## config.mk

```make
export PLATFORM = sky130hd
export DESIGN_NAME = tis_io_bridge
export DESIGN_NICKNAME = d
export VERILOG_FILES = /design/src/rtl/tis_io_bridge_pkg.sv /design/src/rtl/tis_sync_fifo.sv /design/src/rtl/tis_io_bridge.sv
export SDC_FILE = /design/constraint.sdc
export NUM_CORES = 1
export LEC_CHECK = 0
export CORE_UTILIZATION = 28
export CTS_CLUSTER_SIZE = 16
export DETAILED_ROUTE_END_ITERATION = 12
export MAX_ROUTING_LAYER = met4
export PLACE_DENSITY = 0.47
export SETUP_SLACK_MARGIN = 0.15
export SYNTH_ARGS = -nofsm -noshare
export SYNTH_HDL_FRONTEND = slang
export SYNTH_SLANG_ARGS = --single-unit
```

## constraint.sdc

```tcl
create_clock -name clk -period 3.65 [get_ports clk]
set_clock_uncertainty 0.15 [all_clocks]
set_input_delay 0.73 -clock clk [delete_from_list [all_inputs] [get_ports clk]]
set_output_delay 0.73 -clock clk [all_outputs]
set_load 0.05 [all_outputs]
```

## src/rtl/tis_io_bridge_pkg.sv

```systemverilog
// Shared constants for the TIS-100 I/O bridge: value range, node width and
// bit positions inside the host status word.
package tis_io_bridge_pkg;

   localparam int TIS_MAX    = 999;
   localparam int TIS_MIN    = -999;
   localparam int TIS_DATA_W = 11;

   localparam int ST_IN_COUNT_LSB  = 0;
   localparam int ST_OUT_COUNT_LSB = 8;
   localparam int ST_IN_FULL       = 16;
   localparam int ST_OUT_EMPTY     = 17;
   localparam int ST_IN_OVERFLOW   = 18;
   localparam int ST_OUT_UNDERFLOW = 19;

endpackage

```

## src/rtl/tis_sync_fifo.sv

```systemverilog
// Single-clock FIFO with (log2(DEPTH)+1)-bit pointers; a push on full is only
// accepted together with a pop. `fault` flags a dropped push or an empty pop.
module tis_sync_fifo #(
   parameter int DEPTH = 8,
   parameter int W     = 11
) (
   input  logic                       clk,
   input  logic                       reset,
   input  logic                       push,
   input  logic                       pop,
   input  logic [W-1:0]               din,
   output logic [W-1:0]               dout,
   output logic                       full,
   output logic                       empty,
   output logic [$clog2(DEPTH):0]     count,
   output logic                       fault
);

   localparam int AW = $clog2(DEPTH);

   logic [AW:0]  wr_ptr;
   logic [AW:0]  rd_ptr;
   logic [W-1:0] mem [DEPTH];
   logic         do_push;
   logic         do_pop;

   assign empty   = (wr_ptr == rd_ptr);
   assign full    = (wr_ptr[AW] != rd_ptr[AW]) && (wr_ptr[AW-1:0] == rd_ptr[AW-1:0]);
   assign count   = wr_ptr - rd_ptr;
   assign do_pop  = pop && !empty;
   assign do_push = push && (!full || do_pop);
   assign fault   = (push && full && !do_pop) || (pop && empty);
   assign dout    = mem[rd_ptr[AW-1:0]];

   always_ff @(posedge clk or posedge reset) begin
      if (reset) begin
         wr_ptr <= '0;
         rd_ptr <= '0;
      end else begin
         if (do_push) wr_ptr <= wr_ptr + 1'b1;
         if (do_pop)  rd_ptr <= rd_ptr + 1'b1;
      end
   end

   // Storage carries no reset; only the pointers define what is valid.
   always_ff @(posedge clk) begin
      if (do_push) mem[wr_ptr[AW-1:0]] <= din;
   end

endmodule

```

## src/rtl/tis_io_bridge.sv

```systemverilog
// Host <-> TIS-100 node array bridge: clamped host writes feed an input FIFO,
// node results fill an output FIFO, with sticky overflow/underflow flags.
module tis_io_bridge
   import tis_io_bridge_pkg::*;
#(
   parameter int DEPTH  = 8,
   parameter int DATA_W = TIS_DATA_W
) (
   input  logic               clk,
   input  logic               reset,
   input  logic               host_wr_en,
   input  logic signed [31:0] host_wr_data,
   input  logic               host_rd_en,
   output logic [31:0]        host_rd_data,
   output logic [31:0]        host_status,
   input  logic               host_clr_flags,
   output logic               node_in_valid,
   output logic [DATA_W-1:0]  node_in_data,
   input  logic               node_in_ready,
   input  logic               node_out_valid,
   input  logic [DATA_W-1:0]  node_out_data,
   output logic               node_out_ready
);

   localparam int CW = $clog2(DEPTH) + 1;

   logic [DATA_W-1:0] in_din;
   logic [DATA_W-1:0] out_dout;
   logic              in_full, in_empty, in_fault;
   logic              out_full, out_empty, out_fault;
   logic [CW-1:0]     in_count, out_count;
   logic              in_pop, out_push;
   logic              in_overflow, out_underflow;

   function automatic logic [DATA_W-1:0] clamp_val(input logic signed [31:0] v);
      if (v > TIS_MAX)      return DATA_W'(TIS_MAX);
      else if (v < TIS_MIN) return DATA_W'(TIS_MIN);
      else                  return v[DATA_W-1:0];
   endfunction

   assign in_din         = clamp_val(host_wr_data);
   assign node_in_valid  = !in_empty;
   assign in_pop         = node_in_valid && node_in_ready;
   // full derives purely from registered pointers, so ready never sees a same-cycle host pop
   assign node_out_ready = !out_full;
   assign out_push       = node_out_valid && node_out_ready;

   tis_sync_fifo #(.DEPTH(DEPTH), .W(DATA_W)) u_in_fifo (
      .clk   (clk),
      .reset (reset),
      .push  (host_wr_en),
      .pop   (in_pop),
      .din   (in_din),
      .dout  (node_in_data),
      .full  (in_full),
      .empty (in_empty),
      .count (in_count),
      .fault (in_fault)
   );

   tis_sync_fifo #(.DEPTH(DEPTH), .W(DATA_W)) u_out_fifo (
      .clk   (clk),
      .reset (reset),
      .push  (out_push),
      .pop   (host_rd_en),
      .din   (node_out_data),
      .dout  (out_dout),
      .full  (out_full),
      .empty (out_empty),
      .count (out_count),
      .fault (out_fault)
   );

   // Pops are gated by valid and pushes by ready, so each fault can only be the one that matters.
   always_ff @(posedge clk or posedge reset) begin
      if (reset) begin
         in_overflow   <= 1'b0;
         out_underflow <= 1'b0;
      end else begin
         in_overflow   <= in_fault  || (in_overflow   && !host_clr_flags);
         out_underflow <= out_fault || (out_underflow && !host_clr_flags);
      end
   end

   assign host_rd_data = out_empty ? 32'd0 : {{(32-DATA_W){out_dout[DATA_W-1]}}, out_dout};

   always_comb begin
      host_status = '0;
      host_status[ST_IN_COUNT_LSB  +: 8] = 8'(in_count);
      host_status[ST_OUT_COUNT_LSB +: 8] = 8'(out_count);
      host_status[ST_IN_FULL]            = in_full;
      host_status[ST_OUT_EMPTY]          = out_empty;
      host_status[ST_IN_OVERFLOW]        = in_overflow;
      host_status[ST_OUT_UNDERFLOW]      = out_underflow;
   end

endmodule

```

* Yosys cells after proc, flatten, opt, wreduce, memory -nomap -nowiden
Memory sizes are Yosys's and may differ from the RTL's.
Cells that the tools add are included.
** Word-level totals
- Bits of input ports :: 50
- Bits in registers :: 18
- RAM bits :: 176
- Memories :: 2
- Output and inout port bits :: 77
- Logic and storage cells :: 58
** Memories
- u_in_fifo.mem :: words 8, width 11, rd ports 1, clocked after memory_dff 0, write ports 1, line tis_sync_fifo.sv:23 : logic [W-1:0] mem [DEPTH];
- u_out_fifo.mem :: words 8, width 11, rd ports 1, clocked after memory_dff 0, write ports 1, line tis_sync_fifo.sv:23
** Operators by class
- $add $sub $neg :: 6
- Multiplexer cells :: 7
- Equal/unequal tests :: 6
- Reduce and logical (&&, ||, !) cells :: 29
- $lt $le $gt $ge :: 2
** Operators by type and width (number)
- $gt 32x11->1 const B :: 1
- $lt 32x11->1 const B :: 1
- $mux 32 :: 1
- $mux 11 :: 2
- $add 4x1->4 const B :: 4
- $logic_and 1x1->1 :: 16
- $eq 4x4->1 :: 2
- $sub 4x4->4 :: 2
- $logic_not 1->1 :: 7
- $eq 3x3->1 :: 2
- $logic_or 1x1->1 :: 6
- $mux 1 :: 4
- $ne 1x1->1 :: 2

* Longest topological paths before layout
Gate-level depths: netlist of run 1.
- Depth after elaboration :: 8
- Depth in mapped cells :: 9
- Gate-level depth less buffers :: 7

* Hierarchy
Synthesis of run 1 repeated with hierarchy kept, for this count alone.
** Unflattened totals
- Cell total of the unflattened synthesis :: 553
- Area, all modules :: 8653.3 µm²
** Modules (own cells, without submodules)
- tis_sync_fifo :: cells an instance 215, area an instance 3893.7 µm², times used 2
- tis_io_bridge :: cells an instance 123, area an instance 865.8 µm², times used 1

* Worst setup path after synthesis of run 1
OpenSTA, ideal clock, no wires.
- Kind :: register -> output
- Start :: register u_out_fifo.rd_ptr[1]
- End :: output port host_rd_data[11]
- Cell stages (with the launch flop) :: 10
- Data arrival time :: 3.554 ns
- Data required time :: 2.770 ns
- Path slack :: -0.784 ns
- Cell sequence :: dfrtp_1 clkbuf_1 clkbuf_1 inv_1 ha_1 nand3_1 or2_2 inv_1 a21oi_1 buf_4
** Between the ends
- Cells in the longest elaborated chain, start to end :: 2
- Elaborated cells on any way between the ends :: 3
- Those cells by class :: 1 x eq/ne; 1 x mux; 1 x memory
** Ends and longest elaborated chain
- start, declared :: line tis_sync_fifo.sv:22 : logic [AW:0] rd_ptr;
- start signal, assigned :: line tis_sync_fifo.sv:41 : if (do_pop) rd_ptr <= rd_ptr + 1'b1;
- $mem_v2 8x11 or $eq 4x4->1 (tied branches)
- $mux 32 * :: line tis_io_bridge.sv:85 : assign host_rd_data = out_empty ? 32'd0 : {{(32-DATA_W){out_dout[DATA_W-1]}}, out_dout};
- end, declared :: line tis_io_bridge.sv:14 : output logic [31:0] host_rd_data,
Every way passes the cells marked *; elsewhere a longest branch is shown, timed or not.

* Worst setup path after layout of run 1
- Start :: register u_out_fifo.wr_ptr[0]
- End :: output port host_rd_data[6]
** Between the ends
- Cells in the longest elaborated chain, start to end :: 2
** Ends and longest elaborated chain
- start, declared :: line tis_sync_fifo.sv:21 : logic [AW:0] wr_ptr;
- start signal, assigned :: line tis_sync_fifo.sv:40 : if (do_push) wr_ptr <= wr_ptr + 1'b1;
- $eq 4x4->1 :: line tis_sync_fifo.sv:27 : assign empty = (wr_ptr == rd_ptr);
- $mux 32 :: line tis_io_bridge.sv:85
Every way passes these cells.

==> results.cfg, run 1 <==
[floorplanning]
dieArea_mm2 = 0.03096
die_y_um = 175.9
io_pins = 127
initial_utilization_pct = 28.51
die_width_um = 175.9
row_count = 63
core_mm2 = 0.02972

[worst_setup_path]
cpPeakStageDelay_ps = 400
critPathKind = reg2out
worst-path-stages = 8
critical_path.top_delay_family = buffers and inverters
cp_slowest_cell = dfrtp_1
cp_cell_sequence = inv_1 > ha_1 > nand3_1 > or2_2 > inv_1 > buf_4 > a21oi_1 > buf_12
cpMostUsedCell = inv_1
crit_path_start_kind = flip-flop
crit_path_end_kind = output pin
reg2reg_depth = 6
crit_arrival_ps = 2430
crit_fanout = 12
cp_num_buf_inv = 4
cp_data_required_time_ps = 2770

[detailed_routing]
drt_iter0_drc = 232
drc = 0
first_pass_iters = 5
final_antenna_net_count = 0
totalWireLength_um = 19290
routedWlPerCell_um = 18.39
viasPerCell = 4.539
vias = 4761

[synthesis]
ys_seq_area_share_pct = 67.70
synth_top_family_by_area = multiplexers
synth_compound_area_share_pct = 3.072
yosys.area_share.adder_pct = 1.949
syn-mean-instance-area_um2 = 15.84
synthMuxAreaShare_pct = 11.96
synth_top_area_share_pct = 62.38
yosysTopAreaCell = edfxtp_1
synth-simple-area-share_pct = 7.621
yosys.area_share.xor_xnor_pct = 1.757
ys_types = 42
ys.flop_type = edfxtp_1
ys_warn_count = 0
async_flop_share_pct = 9.278
synth_area_leaders = edfxtp_1 62%, mux4_2 12%, dfrtp_1 5.3%
synth-seq-cells = 194
synth_edf_count = 176
synth_cells = 535
synth_area_mm2 = 0.008472

[clocking]
cts_root_buf = clkbuf_16
cts_sinks = 194
hold_buffers = 0
cts_buffers = 17
post_cts_buffers = 0
clkSlewWorstSetupHoldPaths_ps = 80
post_cts_resized = 0
clk-insertion-delay-late_ps = 430
cts-htree-levels = 4
cts_tree = built
clockBufferDepth = 2

[layout]
syn_to_final_growth_pct = 28.93
fillers = 2771
instances_no_fill = 1049
diodes = 0
fin_nets = 708
final_area_mm2 = 0.01092
drive_gt1_share_pct = 25.49

[timing]
finalCriticalPeriod_ps = 3305
hold_viol_final = 0
drv_slew = 0
period_share_pct = 90.56
finalSetupViolCount = 0
max_freq_mhz = 302.5
rsz0062_at_grt = no
worst_pin_slew_ps = 814.2
hold-worst-slack_ps = 348.7
setup_tns_ps = 0
relSlewSlack_pct = 45.51

[run]
max-cap-violations = 0

[hold_path]
hold_class = reg2reg
hold_depth = 1

[place]
placedCellCount = 1017
dp_hpwl_um = 12810
dpl_cell_area_mm2 = 0.01031
finalWeightedCongestion = 0.7793
io_buffers = 106

[grt]
grt_pass1_wl_um = 29640
grt_pass1_vias = 4990
antenna_found_initial = 0
gr-total-overflow = 0
track_usage_pct = 13.45
grt_start_max_net_pins = 25

[outcome]
status = completed
==> cells in the mapped netlist, types with 2 or more instances <==
cell,instances
or3_1,3
nor2_1,14
o211a_1,2
a21oi_1,13
nor4_1,6
nand3_1,10
buf_2,6
clkbuf_1,13
a2bb2oi_1,3
and3_1,3
edfxtp_1,176
nand2_1,79
a22o_1,2
mux2_2,2
mux4_2,44
dfrtp_1,18
nand2b_1,7
nand4b_1,2
buf_4,45
o21ai_0,7
fa_1,2
o311a_1,2
nand4_1,6
inv_1,21
nor3_1,7
ha_1,10
xnor2_1,16
a21o_1,2
==> cell type report <==
type / instances / area, um^2 / area share (%)
tap: 390 / 488.0 / 4.467
sequential: 194 / 5736 / 52.51
multi-input combinational: 274 / 2320 / 21.24
timing repair buffer: 138 / 1689 / 15.46
inverter: 21 / 78.83 / 0.7216
clock buffer: 18 / 429.2 / 3.929
clock inverter: 14 / 182.7 / 1.672
==> stage by stage <==
stage / setup WS, ps / util, %
after floorplan: 146.8 / -
after global placement: 312.0 / 34.63
after detailed placement: 357.4 / 34.70
after CTS: 346.9 / 36.76
after global routing: 212.0 / 36.76
final: 344.7 / 36.76
==> final timing paths <==
path                                                       start  slack (ps)                               to
worst max-delay path            u_out_fifo.wr_ptr[0]$_DFFE_PP0P_         340                  host_rd_data[6]
max in group asynchronous                                  reset        2270  u_in_fifo.rd_ptr[0]$_DFFE_PP0P_
worst max register to register  u_out_fifo.wr_ptr[0]$_DFFE_PP0P_        1160   u_out_fifo.mem[7][6]$_DFFE_PP_
worst min-delay path             u_in_fifo.rd_ptr[3]$_DFFE_PP0P_         350  u_in_fifo.rd_ptr[3]$_DFFE_PP0P_
min in group asynchronous                                  reset         580          out_underflow$_DFF_PP0_
worst min register to register   u_in_fifo.rd_ptr[3]$_DFFE_PP0P_         350  u_in_fifo.rd_ptr[3]$_DFFE_PP0P_
==> worst reg2reg max path, cell delays in order (launching register included) <==
cell and delay (ps):
dfrtp_1 400, inv_1 90, ha_1 310, nand3_1 140
o21ai_0 130, or3_1 440, inv_1 470
==> cell usage in the layout (no fill, tap or decap), drive strengths merged, types with 6 or more instances in the layout <==
master / Yosys / layout
a21oi: 13 / 13
buf: 52 / 87
clkbuf: 13 / 18
clkdlybuf4s50: 0 / 51
clkinv: 0 / 7
conb: 1 / 20
dfrtp: 18 / 18
edfxtp: 176 / 176
ha: 10 / 10
inv: 21 / 28
mux4: 44 / 44
nand2: 79 / 79
nand2b: 7 / 7
nand3: 10 / 10
nand4: 6 / 6
nor2: 14 / 14
nor3: 7 / 7
nor4: 6 / 6
o21ai: 7 / 7
xnor2: 16 / 16
==> flip-flops by register name, summed over array words and instances (netlist names) <==
| name | cells |
|---|---|
| u_in_fifo.mem | 88 |
| u_out_fifo.mem | 88 |
| u_in_fifo.rd_ptr | 4 |
| u_in_fifo.wr_ptr | 4 |
| u_out_fifo.rd_ptr | 4 |
| u_out_fifo.wr_ptr | 4 |
| in_overflow | 1 |
| out_underflow | 1 |
==> per-layer routing <==
metal	track usage, %	routed length [um]	up-vias
met5	-	0	-
met2	23.52	10170	147
met4	3.261	102	0
met3	2.326	762	10
li1	-	-	2179
met1	16.09	8253	2425
==> kinds of logic (layout without fill, tap and decap cells) <==
family / Yosys count / in the layout
compound gates: 37 / 37
xor+xnor: 17 / 17
fa+ha+maj: 12 / 12
buf+inv: 86 / 191
flops: 194 / 194
mux: 46 / 46
other cells: 1 / 20
simple gates: 142 / 142
Power of run 1 is not shown: default switching activity piles up to over one toggle a cycle in this logic, so the estimate is an artifact.
==> inputs of run 2 (changes only) <==
Settings changed: CAP_MARGIN set to 20, CTS_BUF_LIST set to sky130_fd_sc_hd__clkbuf_4.
==> results.cfg, run 2 (synthesis gave the netlist of run 1 again) <==
[floorplanning]
die_width_um = 175.9
row_count = 63
die_y_um = 175.9
initial_utilization_pct = 28.51
core_mm2 = 0.02972
io_pins = 127
dieArea_mm2 = 0.03096

[timing]
relSlewSlack_pct = 46.00
hold_viol_final = 0
finalSetupViolCount = 0
max_freq_mhz = 299.7
worst_pin_slew_ps = 806.8
rsz0062_at_grt = yes
finalCriticalPeriod_ps = 3337
period_share_pct = 91.42
setup_tns_ps = 0
drv_slew = 0
hold-worst-slack_ps = 358.4

[outcome]
status = completed

[worst_setup_path]
crit_path_start_kind = flip-flop
crit_path_end_kind = output pin
crit_fanout = 12
cpPeakStageDelay_ps = 490
cp_slowest_cell = dfrtp_1
cp_cell_sequence = ha_1 > nand3_1 > or2_2 > inv_2 > buf_8 > a21oi_1 > buf_12
critPathKind = reg2out
critical_path.top_delay_family = flip-flops
cp_num_buf_inv = 3
crit_arrival_ps = 2460
cp_data_required_time_ps = 2770

[detailed_routing]
final_antenna_net_count = 0
vias = 4741
totalWireLength_um = 19060
drc = 0
routedWlPerCell_um = 18.10
drt_iter0_drc = 280
viasPerCell = 4.502
first_pass_iters = 4

[layout]
syn_to_final_growth_pct = 25.83
fillers = 2790
instances_no_fill = 1053
final_common_cell = edfxtp_1
mostFrequentLayoutCells = 176 x edfxtp_1, 79 x nand2_1, 51 x clkdlybuf4s50_1
fin_nets = 710
drive_gt1_share_pct = 26.02

[clocking]
cts_buffers = 17
cts_root_buf = clkbuf_4
clkSlewWorstSetupHoldPaths_ps = 180
hold_buffers = 0
clk-insertion-delay-late_ps = 570
clockBufferDepth = 2
cts_tree = built
cts-htree-levels = 4
cts_sinks = 194

[place]
dp_hpwl_um = 12800
io_buffers = 106
placedCellCount = 1017
finalWeightedCongestion = 0.7793

[run]
max-cap-violations = 0

[grt]
grt_pass1_vias = 5036
grt_pass1_wl_um = 29710
track_usage_pct = 13.44
grt_start_max_net_pins = 25
gr-total-overflow = 0
antenna_found_initial = 1

[hold_path]
hold_class = reg2reg
run 2: repair_timing:
item	CTS	global route
setup endpoints to repair	19	21
pin swaps	0	0
gates resized for setup	1	3
buffers inserted	1	1
run 2: through the flow:
| step | cell area (um^2) | setup slack [ps] | utilization (%) |
|---|---|---|---|
| floorplan | 8554 | 146.8 | - |
| global placement | 10290 | 312.0 | 34.63 |
| detailed placement | 10310 | 355.6 | 34.70 |
| CTS | 10640 | 191.9 | 35.80 |
| global route | 10660 | 126.1 | 35.87 |
| finish | 10660 | 313.0 | 35.87 |
run 2: routing by layer:
metal  share of wire (%)  vias to the layer above  track usage [%]
li1                    -                     2182                -
met1                  43                     2399            16.08
met2                  52                      149            23.42
met3                 4.3                       11            2.778
met4                0.76                        0            2.609
met5                   0                        -                -
run 2: layout make-up:
class	instances	area (um^2)	area share [%]
Tap cell	390	488.0	4.577
Clock inverter	14	182.7	1.714
Antenna cell	2	5.005	0.04695
Timing Repair Buffer	140	1715	16.09
Sequential cell	194	5736	53.80
Multi-Input combinational cell	274	2320	21.76
Clock buffer	18	135.1	1.268
Inverter	21	78.83	0.7394
run 2: final timing paths:
check                                            startpoint                         endpoint  slack [ps]  cells past startpoint
hold reg to reg             u_in_fifo.wr_ptr[3]$_DFFE_PP0P_  u_in_fifo.wr_ptr[3]$_DFFE_PP0P_         360                      1
min in group asynchronous                             reset          out_underflow$_DFF_PP0_         440                      2
hold / removal              u_in_fifo.wr_ptr[3]$_DFFE_PP0P_  u_in_fifo.wr_ptr[3]$_DFFE_PP0P_         360                      1
setup / recovery           u_out_fifo.wr_ptr[1]$_DFFE_PP0P_                  host_rd_data[6]         310                      7
setup reg to reg            u_in_fifo.rd_ptr[2]$_DFFE_PP0P_    u_in_fifo.mem[7][0]$_DFFE_PP_        1150                      8
max in group asynchronous                             reset  u_in_fifo.rd_ptr[2]$_DFFE_PP0P_        2400                      2
Power of run 2 is left out for the same reason.
